==> src/rtl/digit_entry_buffer.sv <==
// Six-digit keypad entry buffer with backspace, enter-to-judge, clear
// and an idle timeout that discards a partial entry.
module digit_entry_buffer #(
    parameter int unsigned TIMEOUT = 1000
) (
    input  logic       clk,
    input  logic       clr_n,
    input  logic       key_valid,
    input  logic [3:0] key_code,
    output logic [3:0] d1,
    output logic [3:0] d2,
    output logic [3:0] d3,
    output logic [3:0] d4,
    output logic [3:0] d5,
    output logic [3:0] d6,
    output logic [2:0] count,
    output logic       full,
    output logic       j,
    output logic       err,
    output logic       busy
);

    localparam logic [1:0] S_EMPTY = 2'd0;
    localparam logic [1:0] S_ENTRY = 2'd1;
    localparam logic [1:0] S_FULL  = 2'd2;
    localparam logic [1:0] S_HOLD  = 2'd3;

    localparam logic [3:0]  K_BKSP  = 4'hA;
    localparam logic [3:0]  K_ENTER = 4'hB;
    localparam logic [3:0]  K_CLEAR = 4'hC;
    localparam logic [19:0] T_LAST  = 20'(TIMEOUT - 1);

    logic [1:0]  state;
    logic [3:0]  dig [6];
    logic [19:0] timer;
    logic        timed;

    assign timed = (state == S_ENTRY) || (state == S_FULL);

    always_ff @(posedge clk) begin
        if (!clr_n) begin
            state <= S_EMPTY;
            count <= 3'd0;
            timer <= 20'd0;
            j     <= 1'b0;
            err   <= 1'b0;
            for (int i = 0; i < 6; i++) dig[i] <= 4'd0;
        end else begin
            j   <= 1'b0;
            err <= 1'b0;
            if (key_valid) begin
                timer <= 20'd0;
                if (key_code < 4'd10) begin
                    unique case (state)
                        S_EMPTY, S_ENTRY: begin
                            dig[count] <= key_code;
                            count      <= count + 3'd1;
                            state      <= (count == 3'd5) ? S_FULL : S_ENTRY;
                        end
                        S_FULL: err <= 1'b1;
                        S_HOLD: begin
                            // New entry starts over from a blank buffer
                            for (int i = 0; i < 6; i++)
                                dig[i] <= (i == 0) ? key_code : 4'd0;
                            count <= 3'd1;
                            state <= S_ENTRY;
                        end
                    endcase
                end else if (key_code == K_BKSP) begin
                    if (timed) begin
                        dig[count - 3'd1] <= 4'd0;
                        count <= count - 3'd1;
                        state <= (count == 3'd1) ? S_EMPTY : S_ENTRY;
                    end else begin
                        err <= 1'b1;
                    end
                end else if (key_code == K_ENTER) begin
                    if (state == S_FULL) begin
                        j     <= 1'b1;
                        state <= S_HOLD;
                    end else begin
                        err <= 1'b1;
                    end
                end else if (key_code == K_CLEAR) begin
                    for (int i = 0; i < 6; i++) dig[i] <= 4'd0;
                    count <= 3'd0;
                    state <= S_EMPTY;
                end
            end else if (timed) begin
                if (timer == T_LAST) begin
                    for (int i = 0; i < 6; i++) dig[i] <= 4'd0;
                    count <= 3'd0;
                    state <= S_EMPTY;
                    timer <= 20'd0;
                end else begin
                    timer <= timer + 20'd1;
                end
            end else begin
                timer <= 20'd0;
            end
        end
    end

    assign d1   = dig[0];
    assign d2   = dig[1];
    assign d3   = dig[2];
    assign d4   = dig[3];
    assign d5   = dig[4];
    assign d6   = dig[5];
    assign full = (count == 3'd6);
    assign busy = timed;

endmodule

==> config.mk <==
export PLATFORM = sky130hd
export DESIGN_NAME = digit_entry_buffer
export DESIGN_NICKNAME = d
export VERILOG_FILES = /design/src/rtl/digit_entry_buffer.sv
export SDC_FILE = /design/constraint.sdc
export NUM_CORES = 1
export LEC_CHECK = 0
export ABC_CLOCK_PERIOD_IN_PS = 2200
export CORE_ASPECT_RATIO = 1.1
export CORE_MARGIN = 8
export CORE_UTILIZATION = 37
export CTS_CLUSTER_DIAMETER = 40
export CTS_CLUSTER_SIZE = 14
export DETAILED_ROUTE_END_ITERATION = 10
export GPL_TIMING_DRIVEN = 1
export PLACE_DENSITY = 0.69
export SLEW_MARGIN = 40
export SYNTH_ARGS = -nofsm -noshare
export SYNTH_HDL_FRONTEND = slang
export SYNTH_SLANG_ARGS = --single-unit
==> constraint.sdc <==
create_clock -name clk -period 2.2 [get_ports clk]
set_clock_uncertainty 0.1 [all_clocks]
set_input_delay 0.22 -clock clk [delete_from_list [all_inputs] [get_ports clk]]
set_output_delay 0.22 -clock clk [all_outputs]
set_load 0.005 [all_outputs]
Word-level counts from Yosys, hierarchy flattened
Memory sizes are Yosys's and may differ from the RTL's. Cells that the tools add are included.

Bits in registers: 27. Output and inout bits: 31. Memories: 1. Bits in writable memories: 24. Word-level logic and storage cells: 140. Input port bits: 7.

Eq/ne operators: 16. Magnitude comparators: 1. Bitwise gates (word level): 22. Muxes and demuxes: 80. Reduce and logical (&&, ||, !) cells: 12. Add/subtract/negate cells: 3.

Memories: dig (words 6, bits a word 4, rd ports 6, clocked after memory_dff 0, wr ports 6, RTL line 34) `logic [3:0] dig [6];`.

Operator list (count): $mux W4 (20); $mux W1 (38); $mux W3 (10); $add A20 B1 Y20 const B (1); $eq A20 B10 Y1 const B (1); $mux W2 (10); $or A1 B1 Y1 (18); $eq A4 B4 Y1 const B (3); $reduce_and A6 Y1 (2); $reduce_or A4 Y1 (3); $eq A3 B3 Y1 const B (2); $pmux W3 S2 (1); $ne A5 B1 Y1 const B (1); $ne A5 B5 Y1 const B (1); $reduce_or A5 Y1 (1); $eq A2 B2 Y1 const B (2); $lt A4 B4 Y1 const B (1); $ne A4 B1 Y1 const B (1); $ne A4 B2 Y1 const B (1); $ne A4 B4 Y1 const B (1); $not A1 Y1 (4); $pmux W2 S2 (1); $reduce_bool A2 Y1 (2); $add A3 B1 Y3 const B (1); 8 further kinds (8).

Longest topological paths before layout
Gate-level depths: netlist of run 1.

Word-level depth: 12. Depth in mapped cells: 8.

Worst setup path after synthesis of run 1
Ideal clock, no wire load.

Kind: reg2reg. Start point: reg state[0]. End point: mem dig[4][0], enable pin. Cell stages (with the launch flop): 8. Setup time: 0.361 ns. Arrival: 1.860 ns. Path slack: -0.121 ns. Path buffers: 0. Period minus slack after synthesis: 2.321 ns. Cells stage by stage: dfxtp_1 > inv_1 > ha_1 > nand2_1 > nor3_1 > o211a_1 > a31oi_4 > o21ai_0.

RTL lines: from (decl) (RTL line 33) `logic [1:0] state;`; from (signal assigned) (RTL line 58) `state <= (count == 3'd5) ? S_FULL : S_ENTRY;`; from (signal assigned) (RTL line 73) `state <= (count == 3'd1) ? S_EMPTY : S_ENTRY;`; to (decl) (RTL line 34).

==> results.rst, run 1 <==
.. list-table::
   :header-rows: 1

   * - Metric
     - Value
   * - Status
     - completed
   * - Most used standard cell by instance count after synthesis
     - sky130_fd_sc_hd__nor2_1
   * - Final Total Pwr
     - 1.92 mW
   * - Syn_area_per_cell
     - 9.64 µm²
   * - Leading register cell type out of synthesis
     - sky130_fd_sc_hd__dfxtp_1
   * - Area used by multi-input combinational logic
     - 0.00140 mm²
   * - Type of destination of the critical path
     - register
   * - Instance area after placement
     - 0.00347 mm²
   * - Via count of the first global-routing pass
     - 2306
   * - Aggregate routed wire length
     - 6530 µm
   * - Max Root-Sink Buffers
     - 2
   * - Switching share of power
     - between 20% and 30%
   * - Cell types with the largest area share after synthesis
     - sky130_fd_sc_hd__edfxtp_1, sky130_fd_sc_hd__dfxtp_1, sky130_fd_sc_hd__nor2_1, sky130_fd_sc_hd__ha_1, sky130_fd_sc_hd__nand2_1
   * - Clock Tree Root
     - sky130_fd_sc_hd__clkbuf_8
   * - Relative slew slack
     - approximately two thirds
   * - Combined flip-flop and latch cell area
     - approximately 0.0013 mm²
   * - Largest fanout on the critical path
     - 6
   * - Minimum clock period
     - about 2.1 ns
   * - DRC violation count after routing
     - 0
   * - Arrival time worst endpoint
     - approximately 2.1 ns
   * - Largest net degree at the start of global routing
     - 21
   * - Placeable core area
     - 0.00705 mm²
   * - Period utilization
     - 96.6%
   * - Residual overflow from global routing
     - 0
   * - Count of input and output buffers
     - 37
   * - Wire length of the first global-routing pass
     - between 10000 and 15000 µm
   * - Cells after Synth
     - 281
   * - Max-cap violations
     - 0
   * - Post-detailed-route count of antenna-violating nets
     - 0
   * - Fillcell total
     - 638
   * - Clock network fraction of design power
     - 32.4%
   * - Cell Int Power
     - 1.45 mW
   * - Worst Path Required
     - 2.18 ns
   * - Leakage power
     - around 1.3 nW
   * - Number of cell rows
     - 32
   * - Clk slew on worst S/H paths
     - roughly 0.10 ns
   * - Post-synthesis net count
     - between 200 and 300
   * - CTS tree
     - built
   * - Path category of the worst min-delay check
     - register to register
   * - Setup WS pre-CTS
     - -0.220 ns
   * - Die width
     - between 90 and 100 µm
   * - Initial Utilization
     - 38.4%
   * - Layout cell share with drive strength beyond 1
     - 19.2%
   * - Kind of critical path
     - register to register
   * - Pins Over Slew Limit
     - 0
   * - # IOs
     - 38
   * - Placed wire-length estimate
     - 4960 µm
   * - Final total negative setup slack
     - 0 ns
   * - Clock Sinks
     - 51
   * - Final Setup Violations
     - 0
   * - Peak supply drop
     - 0.000337 V
   * - Cell variety after synth
     - 48
   * - Worst Max-Slew Pin Slew
     - 0.506 ns
   * - FMAX
     - 471 MHz
   * - Total via count after detailed routing
     - approximately 2300
   * - Dominant cell type by area after synthesis
     - sky130_fd_sc_hd__edfxtp_1
   * - Die Area
     - 0.0103 mm²
   * - Number of synthesized flops with an enable pin
     - 24
   * - Ratio of total power to cell area
     - 532 mW/mm²
   * - Proportion of power drawn by flip-flops and latches
     - 53.6%
   * - Clock insertion delay at the later pin of the skew report
     - slightly above 0.3 ns
   * - Share of async-settable or async-resettable flops after synthesis
     - 0%
   * - DRT Pass-1 Iters
     - 4
   * - Post-detailed-route wirelength per cell
     - 14.7 µm
   * - Count of warnings emitted by yosys
     - 0
   * - Antenna cell count
     - 0
   * - Number of DRC markers after the initial detailed-route iteration
     - 195
   * - Number of CTS-inserted buffers
     - 5
   * - Reg-to-reg setup timing slack
     - 0.07 ns
   * - Post-synthesis sequential area ratio
     - 46.6%
   * - Signed area change from the synthesized netlist to the final layout
     - 33.1%
   * - Yosys top cell area share
     - 26.6%
   * - Logic gate share of total power
     - 14.1%
   * - Final cell area excluding filler cells
     - 0.00360 mm²
   * - Initial antenna violation count
     - 0
   * - Number of flip-flops and latches in the synthesized netlist
     - slightly above 50
   * - Total GRT Usage
     - roughly an eighth
   * - # nets final
     - between 300 and 400
   * - Die extent in y
     - 106 µm
   * - Sort of element at the start of the critical path
     - register
   * - H-tree levels
     - 2
   * - Number of hold violations in the final report
     - 0
   * - Vias per std cell
     - approximately 5.2
   * - Number of setup buffers added after CTS
     - 0
   * - Global placer's final weighted congestion
     - 0.967
   * - Area of the mapped netlist
     - 0.00271 mm²
   * - Cell types with the highest counts after synthesis
     - sky130_fd_sc_hd__nor2_1, sky130_fd_sc_hd__dfxtp_1, sky130_fd_sc_hd__nand2_1
   * - Switch Pwr
     - 0.470 mW
   * - Final Worst Setup Slack
     - 0.0749 ns
layout make-up:
cell class | count | share of cell area (%)
timing repair buffer | 80 | 19.2
multi-input combinational | 209 | 38.7
inverter | 11 | 1.15
tap | 85 | 2.95
clock buffer | 6 | 2.60
clock inverter | 2 | 0.347
sequential | 51 | 35.0
worst max-delay path, stage by stage, from the launching register on:
cell	delay, ns
sky130_fd_sc_hd__dfxtp_1	0.35
sky130_fd_sc_hd__inv_1	0.08
sky130_fd_sc_hd__ha_4	0.28
sky130_fd_sc_hd__nand2_1	0.06
sky130_fd_sc_hd__or3_4	0.38
sky130_fd_sc_hd__buf_4	0.16
sky130_fd_sc_hd__a31oi_4	0.23
sky130_fd_sc_hd__o21ai_2	0.08
sky130_fd_sc_hd__buf_4	0.17
registers in the layout (all words and copies together), names as in the netlist:
name / cells
dig: 24
timer: 20
count: 3
state: 2
err: 1
j: 1
cells in the final DEF (no fill, tap or decap), types with 10 or more instances in the layout:
cell / instances
sky130_fd_sc_hd__nor2_1: 46
sky130_fd_sc_hd__buf_4: 43
sky130_fd_sc_hd__clkdlybuf4s50_1: 37
sky130_fd_sc_hd__dfxtp_1: 27
sky130_fd_sc_hd__nand2_1: 25
sky130_fd_sc_hd__edfxtp_1: 24
sky130_fd_sc_hd__inv_1: 11
sky130_fd_sc_hd__nand3_1: 11
sky130_fd_sc_hd__nor3_1: 10
sky130_fd_sc_hd__o21ai_0: 10
path summary, 6_finish.rpt:
path	end	cells past startpoint	startpoint
worst max-delay path	dig[2][3]$_SDFFCE_PN0P_	8	state[0]$_SDFFE_PN0P_
worst min-delay path	timer[0]$_SDFF_PP0_	1	timer[0]$_SDFF_PP0_
worst max register to register	dig[2][3]$_SDFFCE_PN0P_	8	state[0]$_SDFFE_PN0P_
worst min register to register	timer[0]$_SDFF_PP0_	1	timer[0]$_SDFF_PP0_
logic make-up after synthesis:
group,Yosys count,synth area share [%]
xor+xnor,18,5.82
flops,51,46.6
compound gates,44,12.4
buf+inv,21,3.74
mux,4,1.48
simple gates,133,25.3
fa+ha+maj,10,4.62
stage by stage:
stage,hold slack [ns],utilization (%),instances
after global routing,0.441,51.1,444
after detailed placement,0.382,49.3,436
after global placement,0.372,49.3,436
final,0.402,51.1,444
after CTS,0.409,50.8,444
after floorplan,0.350,-,281
what timing repair did:
action,4_1_cts,5_1_grt
cloned,0,0
gates resized for setup,1,4
endpoints found under the hold margin,0,0
setup endpoints to repair,3,16
hold buffers,0,0
power groups by stage:
stage | clock [mW] | sequential, mW | combinational, mW
global route | 0.667 | 1.03 | 0.289
finish | 0.620 | 1.03 | 0.270
CTS | 0.635 | 1.03 | 0.264
global placement | 0 | 1.05 | 0.259
floorplan | 0 | 1.05 | 0.113
detailed placement | 0 | 1.05 | 0.263
per-layer routing:
layer | GRT usage (%) | vias to the layer above | wire [µm]
li1 | - | 1150 | -
met1 | 13.8 | 1100 | 2810
met2 | 21.7 | 61 | 3290
met3 | 3.40 | 6 | 340
met4 | 5.09 | 0 | 93
met5 | 0 | - | 0
Note: power is estimated with default switching activity, not from simulation.
==> run 2, diff against run 1 <==
--- a/config.mk
+++ b/config.mk
@@ -5,15 +5,15 @@
 export SDC_FILE = /design/constraint.sdc
 export NUM_CORES = 1
 export LEC_CHECK = 0
-export ABC_CLOCK_PERIOD_IN_PS = 2200
+export ABC_CLOCK_PERIOD_IN_PS = 2440
 export CORE_ASPECT_RATIO = 1.1
 export CORE_MARGIN = 8
 export CORE_UTILIZATION = 37
 export CTS_CLUSTER_DIAMETER = 40
 export CTS_CLUSTER_SIZE = 14
 export DETAILED_ROUTE_END_ITERATION = 10
-export GPL_TIMING_DRIVEN = 1
-export PLACE_DENSITY = 0.69
+export GPL_TIMING_DRIVEN = 0
+export PLACE_DENSITY = 0.67
 export SLEW_MARGIN = 40
 export SYNTH_ARGS = -nofsm -noshare
 export SYNTH_HDL_FRONTEND = slang
==> constraint.sdc (replaced) <==
create_clock -name clk -period 2.44 [get_ports clk]
set_clock_uncertainty 0.1 [all_clocks]
set_input_delay 0.244 -clock clk [delete_from_list [all_inputs] [get_ports clk]]
set_output_delay 0.244 -clock clk [all_outputs]
set_load 0.005 [all_outputs]
==> run 2 against run 1 <==
  * Clock power fell by 3.7%
  * Critical path type unchanged
  * Cell count down 7.7%
  * Sequential power shrank 9.6%
  * Combinational power is 25% lower
  * Non-clock buffer count fell by 34
  * Critical endpoint is now dig[3][3]$_SDFFCE_PN0P_
  * Via count shrank 5.9%
==> results.rst, run 2 (synthesis gave the netlist of run 1 again) <==
.. list-table::
   :header-rows: 1

   * - Metric
     - Value
   * - Initial Utilization
     - 38.4% (unchanged)
   * - Die extent in y
     - 106 µm (unchanged)
   * - Number of cell rows
     - 32 (unchanged)
   * - Ratio of total power to cell area
     - 511 mW/mm² (-4.0%)
   * - DRC violation count after routing
     - 0 (unchanged)
   * - Clock Tree Root
     - sky130_fd_sc_hd__clkbuf_8
   * - Total via count after detailed routing
     - 2181 (-5.9%)
   * - Sort of element at the start of the critical path
     - register
   * - Setup WS pre-CTS
     - -0.506 ns (-0.286 ns)
   * - Launch point of the worst hold path
     - key_code[0]
   * - Area used by multi-input combinational logic
     - 0.00144 mm² (+3.4%)
   * - Fillcell total
     - 664 (+4.1%)
   * - FMAX
     - 424 MHz (-9.8%)
   * - Clock insertion delay at the later pin of the skew report
     - 0.31 ns (about the same)
   * - Number of hold violations in the final report
     - 0 (unchanged)
   * - Placeable core area
     - 0.00705 mm² (unchanged)
   * - Largest registers ranked by flip-flop count
     - dig (24), timer (20), count (3)
   * - Hold buffer count at cts
     - 0 (unchanged)
   * - H-tree levels
     - 2 (unchanged)
   * - Period utilization
     - 96.6% (about the same)
   * - Setup repair after global routing missed its margin
     - false
   * - Launch point of the critical path
     - count[0]$_SDFFE_PN0P_
   * - Worst Path Required
     - 2.34 ns (+0.16 ns)
   * - Placed wire-length estimate
     - 4480 µm (-9.8%)
   * - Residual overflow from global routing
     - 0 (unchanged)
   * - Worst Max-Slew Pin Slew
     - 0.620 ns (+0.114 ns)
   * - Layout cell share with drive strength beyond 1
     - 12.6% (-6.6 points)
   * - Via count of the first global-routing pass
     - 2183 (-5.3%)
   * - Max-cap violations
     - 0 (unchanged)
   * - Final Total Pwr
     - 1.73 mW (-9.6%)
   * - DRT Pass-1 Iters
     - 7 (+3)
   * - Final Worst Setup Slack
     - 0.0831 ns (+0.00822 ns)
   * - Final total negative setup slack
     - 0 ns (unchanged)
   * - Total GRT Usage
     - 11.8% (-0.59 points)
   * - Kind of critical path
     - register to register
   * - Type of destination of the critical path
     - register
   * - Peak supply drop
     - 0.000291 V (-14%)
   * - Largest fanout on the critical path
     - 10 (+4)
   * - Die width
     - 97.6 µm (unchanged)
   * - # nets final
     - 341 (-9.1%)
   * - Count of input and output buffers
     - 36 (-2.7%)
   * - Vias per std cell
     - 5.32 (+1.9%)
   * - Global placer's final weighted congestion
     - 0.845 (-13%)
   * - Wire length of the first global-routing pass
     - 10400 µm (-3.8%)
   * - Worst R2R Start
     - count[0]$_SDFFE_PN0P_
   * - Pins Over Slew Limit
     - 0 (unchanged)
   * - Signed area change from the synthesized netlist to the final layout
     - 25.3%
   * - Die Area
     - 0.0103 mm² (unchanged)
   * - Combined flip-flop and latch cell area
     - 0.00126 mm² (+0.30%)
   * - Number of flip-flops under the largest register name
     - 24 (unchanged)
   * - Post-layout utilization of the core
     - 48.1% (-3.0 points)
   * - Largest net degree at the start of global routing
     - 17 (-19%)
   * - Initial antenna violation count
     - 0 (unchanged)
   * - Most common cell after layout, fill and taps aside
     - sky130_fd_sc_hd__nor2_1
   * - Aggregate routed wire length
     - 6170 µm (-5.5%)
   * - Post-detailed-route wirelength per cell
     - 15.1 µm (+2.3%)
   * - Number of DRC markers after the initial detailed-route iteration
     - 135 (-31%)
   * - Reg-to-reg setup timing slack
     - 0.08 ns (about the same)
   * - Number of CTS-inserted buffers
     - 5 (unchanged)
   * - CTS tree
     - built
   * - Status
     - completed
   * - Leakage power
     - 1.15 nW (-12%)
   * - Register containing the most flip-flops in the final layout
     - dig
   * - Clock Sinks
     - 51 (unchanged)
   * - Antenna cell count
     - 0 (unchanged)
   * - Max Root-Sink Buffers
     - 2 (unchanged)
   * - # IOs
     - 38 (unchanged)
   * - Final Setup Violations
     - 0 (unchanged)
   * - Arrival time worst endpoint
     - 2.26 ns (+0.16 ns)
   * - Commonest cells after routing, fill and taps aside
     - sky130_fd_sc_hd__nor2_1, sky130_fd_sc_hd__clkdlybuf4s50_1, sky130_fd_sc_hd__nand2_1
   * - Minimum clock period
     - 2.36 ns (+0.232 ns)
   * - Relative slew slack
     - 58.2% (-8.0 points)
   * - Post-detailed-route count of antenna-violating nets
     - 0 (unchanged)
   * - Path category of the worst min-delay check
     - input pin to register
   * - Clk slew on worst S/H paths
     - 0.10 ns (about the same)
==> run 2: timing repair <==
| item | CTS | global route |
|---|---|---|
| pin swaps | 0 | 1 |
| setup endpoints to repair | 24 | 24 |
| buffers inserted | 0 | 0 |
| gates resized for setup | 13 | 10 |
==> run 2: worst max-delay path, cell delays in order, from the launching register on <==
cell and delay [ns]:
sky130_fd_sc_hd__dfxtp_2 0.47, sky130_fd_sc_hd__inv_1 0.20, sky130_fd_sc_hd__ha_1 0.28, sky130_fd_sc_hd__or2_2 0.34
sky130_fd_sc_hd__a211oi_4 0.26, sky130_fd_sc_hd__a31oi_4 0.11, sky130_fd_sc_hd__o21ai_2 0.27
==> run 2: path summary, 6_finish.rpt <==
| path | endpoint | depth (start not counted) |
|---|---|---|
| min | dig[0][0]$_DFFE_PP_ | 3 |
| max reg2reg | dig[3][3]$_SDFFCE_PN0P_ | 6 |
| min reg2reg | state[0]$_SDFFE_PN0P_ | 2 |
| max | dig[3][3]$_SDFFCE_PN0P_ | 6 |
==> run 2: where the power goes <==
part | total [mW] | switching (mW) | internal [mW]
registers | 0.931 | 0.0135 | 0.918
clock network | 0.597 | 0.300 | 0.297
logic | 0.203 | 0.111 | 0.0920
==> run 2: routing by layer <==
metal  vias to the layer above  track usage [%]  part of all wire [%]
li1                       1083                -                     -
met3                         8             2.94                   5.9
met1                      1036             13.5                    44
met2                        54             20.7                    49
met5                         -                0                     0
met4                         0             4.12                   1.4
==> run 2: layout make-up <==
cell class | instances | area share [%]
Buffer | 10 | 1.77
Sequential cell | 51 | 37.3
Multi-Input combinational cell | 209 | 42.5
Timing Repair Buffer | 36 | 10.6
Clock buffer | 7 | 3.17
Clock inverter | 1 | 0.258
Tap cell | 85 | 3.14
Inverter | 11 | 1.22
==> run 2: per-stage QoR <==
stage	area [µm²]	hold slack (ns)	cells
finish	3390	0.247	410
global placement	3170	0.369	402
detailed placement	3170	0.382	402
floorplan	2710	0.350	281
global route	3390	0.267	410
CTS	3340	0.236	410
